## config.mk

```make
export PLATFORM = sky130hd
export DESIGN_NAME = fsm_host_rr_scheduler
export DESIGN_NICKNAME = d
export VERILOG_FILES = /design/src/rtl/fsm_host_rr_scheduler_pkg.sv /design/src/rtl/fsm_host_rr_scheduler_arbiter.sv /design/src/rtl/fsm_host_rr_scheduler.sv
export SDC_FILE = /design/constraint.sdc
export NUM_CORES = 1
export LEC_CHECK = 0
export ABC_AREA = 1
export CAP_MARGIN = 10
export CORE_ASPECT_RATIO = 0.6
export CORE_MARGIN = 2
export CORE_UTILIZATION = 25
export DETAILED_ROUTE_END_ITERATION = 12
export GPL_ROUTABILITY_DRIVEN = 0
export PLACE_DENSITY_LB_ADDON = 0.2
export SKIP_CTS_REPAIR_TIMING = 1
export SYNTH_ARGS = -nofsm -noshare
export SYNTH_HDL_FRONTEND = slang
export SYNTH_SLANG_ARGS = --single-unit
```

## constraint.sdc

```tcl
create_clock -name clk -period 2.29 [get_ports clk]
set_input_delay 0.687 -clock clk [delete_from_list [all_inputs] [get_ports clk]]
set_output_delay 0.687 -clock clk [all_outputs]
set_load 0.01 [all_outputs]
```

## src/rtl/fsm_host_rr_scheduler_pkg.sv

```systemverilog
// Shared types and defaults for the round-robin host scheduler.
package fsm_host_sched_pkg;

    typedef enum logic [1:0] {
        ST_IDLE  = 2'd0,
        ST_DRIVE = 2'd1,
        ST_WAIT  = 2'd2,
        ST_RESP  = 2'd3
    } sched_state_t;

    localparam int unsigned ENABLE_CYCLES_DEF  = 4;
    localparam int unsigned TIMEOUT_CYCLES_DEF = 16;

    // Width of a down/up counter that must hold values 0..n-1 (at least one bit).
    function automatic int unsigned cnt_width(input int unsigned n);
        return (n > 1) ? $clog2(n) : 1;
    endfunction

endpackage

```

## src/rtl/fsm_host_rr_scheduler_arbiter.sv

```systemverilog
// Combinational round-robin pick: first set request strictly after ptr, wrapping.
module rr_arbiter #(
    parameter int unsigned NUM_REQ = 4
) (
    input  logic [NUM_REQ-1:0]         req,
    input  logic [$clog2(NUM_REQ)-1:0] ptr,
    output logic [NUM_REQ-1:0]         gnt_onehot,
    output logic [$clog2(NUM_REQ)-1:0] gnt_idx,
    output logic                       gnt_any
);

    localparam int unsigned IDX_W = $clog2(NUM_REQ);

    int unsigned idx;

    always_comb begin
        gnt_onehot = '0;
        gnt_idx    = '0;
        gnt_any    = 1'b0;
        idx        = 0;
        for (int unsigned i = 1; i <= NUM_REQ; i++) begin
            idx = i + 32'(ptr);
            if (idx >= NUM_REQ) begin
                idx = idx - NUM_REQ;
            end
            if (!gnt_any && req[IDX_W'(idx)]) begin
                gnt_any                    = 1'b1;
                gnt_idx                    = IDX_W'(idx);
                gnt_onehot[IDX_W'(idx)]    = 1'b1;
            end
        end
    end

endmodule

```

## src/rtl/fsm_host_rr_scheduler.sv

```systemverilog
// Shares one trojan1_fsm_host pipeline among NUM_REQ requesters, round-robin.
// Define ARB_TIMEOUT_EN to build the WAIT-state watchdog (resp_err path).
module fsm_host_rr_scheduler
    import fsm_host_sched_pkg::*;
#(
    parameter int unsigned NUM_REQ        = 4,
    parameter int unsigned DATA_WIDTH     = 8,
    parameter int unsigned ENABLE_CYCLES  = ENABLE_CYCLES_DEF,
    parameter int unsigned TIMEOUT_CYCLES = TIMEOUT_CYCLES_DEF
) (
    input  logic                          clk,
    input  logic                          rst,
    input  logic [NUM_REQ-1:0]            req,
    input  logic [NUM_REQ*DATA_WIDTH-1:0] req_data,
    output logic [NUM_REQ-1:0]            gnt,
    output logic                          resp_valid,
    input  logic                          resp_ready,
    output logic [$clog2(NUM_REQ)-1:0]    resp_id,
    output logic [DATA_WIDTH-1:0]         resp_data,
    output logic                          resp_err,
    output logic                          busy,
    output logic                          host_enable,
    output logic [DATA_WIDTH-1:0]         host_data_in,
    input  logic                          host_valid,
    input  logic [DATA_WIDTH-1:0]         host_data_out
);

    localparam int unsigned IDX_W = $clog2(NUM_REQ);
    localparam int unsigned ENA_W = cnt_width(ENABLE_CYCLES);

    sched_state_t          state_q, state_d;
    logic [IDX_W-1:0]      ptr_q, ptr_d;
    logic [NUM_REQ-1:0]    gnt_q, gnt_d;
    logic [DATA_WIDTH-1:0] data_q, data_d;
    logic [ENA_W-1:0]      cnt_q, cnt_d;
    logic [IDX_W-1:0]      resp_id_q, resp_id_d;
    logic [DATA_WIDTH-1:0] resp_data_q, resp_data_d;
    logic                  host_valid_q;
    logic                  host_valid_rise;

    logic [NUM_REQ-1:0]    arb_onehot;
    logic [IDX_W-1:0]      arb_idx;
    logic                  arb_any;

`ifdef ARB_TIMEOUT_EN
    localparam int unsigned TO_W = cnt_width(TIMEOUT_CYCLES);
    logic [TO_W-1:0] wd_q, wd_d;
    logic            resp_err_q, resp_err_d;
`endif

    rr_arbiter #(
        .NUM_REQ(NUM_REQ)
    ) u_arb (
        .req        (req),
        .ptr        (ptr_q),
        .gnt_onehot (arb_onehot),
        .gnt_idx    (arb_idx),
        .gnt_any    (arb_any)
    );

    assign host_valid_rise = host_valid & ~host_valid_q;

    always_ff @(posedge clk or posedge rst) begin
        if (rst) begin
            state_q      <= ST_IDLE;
            ptr_q        <= IDX_W'(NUM_REQ - 1);
            gnt_q        <= '0;
            data_q       <= '0;
            cnt_q        <= '0;
            resp_id_q    <= '0;
            resp_data_q  <= '0;
            host_valid_q <= 1'b0;
`ifdef ARB_TIMEOUT_EN
            wd_q         <= '0;
            resp_err_q   <= 1'b0;
`endif
        end else begin
            state_q      <= state_d;
            ptr_q        <= ptr_d;
            gnt_q        <= gnt_d;
            data_q       <= data_d;
            cnt_q        <= cnt_d;
            resp_id_q    <= resp_id_d;
            resp_data_q  <= resp_data_d;
            host_valid_q <= host_valid;
`ifdef ARB_TIMEOUT_EN
            wd_q         <= wd_d;
            resp_err_q   <= resp_err_d;
`endif
        end
    end

    always_comb begin
        state_d     = state_q;
        ptr_d       = ptr_q;
        gnt_d       = gnt_q;
        data_d      = data_q;
        cnt_d       = cnt_q;
        resp_id_d   = resp_id_q;
        resp_data_d = resp_data_q;
`ifdef ARB_TIMEOUT_EN
        wd_d        = wd_q;
        resp_err_d  = resp_err_q;
`endif
        unique case (state_q)
            ST_IDLE: begin
                if (arb_any) begin
                    state_d   = ST_DRIVE;
                    ptr_d     = arb_idx;
                    gnt_d     = arb_onehot;
                    data_d    = req_data[32'(arb_idx) * DATA_WIDTH +: DATA_WIDTH];
                    cnt_d     = ENA_W'(ENABLE_CYCLES - 1);
                    resp_id_d = arb_idx;
`ifdef ARB_TIMEOUT_EN
                    resp_err_d = 1'b0;
`endif
                end
            end
            ST_DRIVE: begin
                if (cnt_q == '0) begin
                    state_d = ST_WAIT;
`ifdef ARB_TIMEOUT_EN
                    wd_d    = '0;
`endif
                end else begin
                    cnt_d = cnt_q - 1'b1;
                end
            end
            ST_WAIT: begin
                if (host_valid_rise) begin
                    resp_data_d = host_data_out;
                    state_d     = ST_RESP;
                end
`ifdef ARB_TIMEOUT_EN
                else if (wd_q == TO_W'(TIMEOUT_CYCLES - 1)) begin
                    resp_data_d = '0;
                    resp_err_d  = 1'b1;
                    state_d     = ST_RESP;
                end else begin
                    wd_d = wd_q + 1'b1;
                end
`endif
            end
            ST_RESP: begin
                if (resp_ready) begin
                    gnt_d   = '0;
                    state_d = ST_IDLE;
                end
            end
            default: state_d = ST_IDLE;
        endcase
    end

    // Host-facing strobes are pure functions of state, so enable can never leak outside DRIVE.
    always_comb begin
        host_enable  = (state_q == ST_DRIVE);
        host_data_in = (state_q == ST_DRIVE) ? data_q : '0;
        resp_valid   = (state_q == ST_RESP);
        busy         = (state_q != ST_IDLE);
    end

    assign gnt       = gnt_q;
    assign resp_id   = resp_id_q;
    assign resp_data = resp_data_q;
`ifdef ARB_TIMEOUT_EN
    assign resp_err  = resp_err_q;
`else
    assign resp_err  = 1'b0;
`endif

endmodule

```

==> results.cfg <==
[run_status]
status = finished clean

[worst_setup_path]
start_kind = register
cp-end-kind = register
cp_max_fo = 6
crit_start = ptr_q[1]
path_class = register to register
rr_startpoint = ptr_q[1]
critPathArrivalTime_ps = 2330
required_ps = 2440

[floorplanning]
die_y_um = 76.3
dieArea_sq_um = 9500
ios = 74
fp-row-count = 26
die_x_um = 124
core_area_sq_um = 8490
start_util_pct = 25.6

[synth]
syn_inst = 296
synth_top_area_share_pct = 31.0
muxShareOfSynthArea_pct = 4.14
synth.distinct_cells = 34
synth_top_family_by_area = simple AND/OR/NAND/NOR gates
synth-simple-area-share_pct = 35.2
yosys.area.top_type = dfrtp_1
avgSynthCellArea_sq_um = 7.36
synth_compound_area_share_pct = 7.30
synth_nets = 358
synthesis.area_sq_um = 2180
synth_area_leaders = dfrtp_1 (31%), nand2_1 (13%), inv_1 (9.7%)
synth_xor_area_share_pct = 0
synth_warnings = 0
ys_ff_latch = 29
synth_fa_ha_area_share_pct = 8.05
yosysSeqAreaShare_pct = 33.4

[grt]
grt-ovfl-total = 0
grt_pass1_vias = 2090
grt_pass1_wl_mm = 9.91
grt_max_degree = 30
antenna_found_initial = 0
track_usage_pct = 12.8

[placed_design]
place_ws_ps = -297
hpwl_mm = 4.71
io_buffers = 72

[sta]
fin_crit_ps = 2180
setup_tns_ps = 0
fin_crit_sh_pct = 95.1
rsz0062_at_grt = true
fmax_mhz = 459
setup_ws_ps = 113
hold_violations = 0
slew_viol_final = 0
setup_violations = 0
finalClockSkew_ps = 4.67
fin_hold_ws_ps = 487

[route]
postRouteWirelength_mm = 6.20
drtAntennaViolNets = 0
via_per_inst = 4.30
first_pass_iters = 4
drt_iter0_markers = 76
via_count = 2220
drc = 0
wl_per_cell_um = 12.0

[clocking]
cts_max_path_buffers = 2
htree_levels = 2
clk_latency_ps = 270
path_clk_slew_ps = 50
cts_sinks = 29
cts_inserted_buffers = 5
cts_tree = done
cts-root-buf = clkbuf_16

[flow_run]
maxCapViolCount = 0

[final_layout]
fin_nets = 465
syn_to_final_growth_pct = 64.0
antenna_cells = 0
drive_above_1_share_pct = 23.5

[pwr]
p_per_area_nw_per_um2 = 1640
vdd_drop_max_v = 0.000519
p_leak_nw = 1.94
total_power_mw = 5.87

[worst_hold_path]
hp-start = resp_id[1]
hold_path_class = register to register
[final timing paths]
path | to | slack [ps] | depth (start not counted)
max | data_q[0] | 110 | 11
min | resp_id[1] | 490 | 2
max reg2reg | data_q[0] | 110 | 11
min reg2reg | resp_id[1] | 490 | 2
max in group asynchronous | ptr_q[1] | 1160 | 3
min in group asynchronous | data_q[3] | 810 | 3
[metal layers]
layer / wire length [um] / vias to the layer above / track usage, %
met5: 0 / - / 0
met4: 21 / 0 / 2.02
met3: 416 / 2 / 3.86
met2: 2510 / 76 / 18.0
met1: 3250 / 983 / 19.4
li1: - / 1159 / -
[power by group]
part / switching (mW) / internal, mW / total, mW
sequential: 0.120 / 0.776 / 0.896
clock: 0.210 / 0.397 / 0.607
combinational: 2.39 / 1.97 / 4.37
total: 2.72 / 3.15 / 5.87
[layout by cell type, fill, tap and decap left out, types with 2 or more instances in the layout]
cell,instances
a21oi_1,3
a31oi_1,2
buf_12,2
buf_4,29
clkbuf_16,5
clkdlybuf4s50_1,58
clkinv_2,2
dfrtp_1,27
dfstp_2,2
dlymetal6s2s_1,14
ha_1,12
inv_1,55
inv_2,2
mux2_2,8
nand2_1,66
nand2_2,13
nand2_4,4
nand3_1,33
nand3_4,5
nand4_1,7
nor2_1,8
nor2_4,2
o211ai_1,2
o21ai_0,13
o31ai_1,2
or2_1,3
or2_2,10
[flip-flops by register name, summed over array words and instances, names as in the netlist]
name	cells
cnt_q	2
data_q	8
gnt	4
host_valid_q	1
ptr_q	2
resp_data	8
resp_id	2
state_q	2
[worst max-delay path, stage by stage (launching register included)]
cell	delay (ps)
dfstp_2	530
inv_1	80
ha_4	270
buf_4	140
nand3_1	130
nand2_4	100
nand3_4	130
buf_4	140
nand3_4	110
or2_2	300
nand3_1	70
nand3_1	70
[through the flow]
| stage | cell area, sq um | instances | utilization [%] |
|---|---|---|---|
| floorplan | 2180 | 296 | - |
| global placement | 3220 | 501 | 38.0 |
| detailed placement | 3220 | 501 | 38.0 |
| CTS | 3360 | 509 | 39.6 |
| global route | 3570 | 516 | 42.0 |
| finish | 3570 | 516 | 42.0 |
[area by class of cell]
cell class	count	area [sq um]
fillers	842	4920
inverters	58	220
repair buffers	103	1010
clock inverters	2	10.0
flip-flops and latches	29	728
multi-input cells	206	1330
clock buffers	6	129
well taps	112	140
[synthesized netlist by cell type, drive strengths merged]
cell,n
ha,14
a31oi,2
o21ai,16
or2,14
nand4,7
nor2,12
nand3,37
clkbuf,1
dfrtp,27
nand2,84
dfstp,2
o31ai,2
buf,4
conb,1
o211ai,2
inv,58
a21oi,5
mux2,8
[kinds of logic (layout without fill, tap and decap cells)]
| logic type | Yosys count | after routing |
|---|---|---|
| simple gates | 154 | 156 |
| buf+inv | 63 | 169 |
| flops | 29 | 29 |
| compound gates | 27 | 27 |
| fa+ha+maj | 14 | 14 |
| mux | 8 | 8 |
| other cells | 1 | 1 |
(Power assumes the default switching activity.)
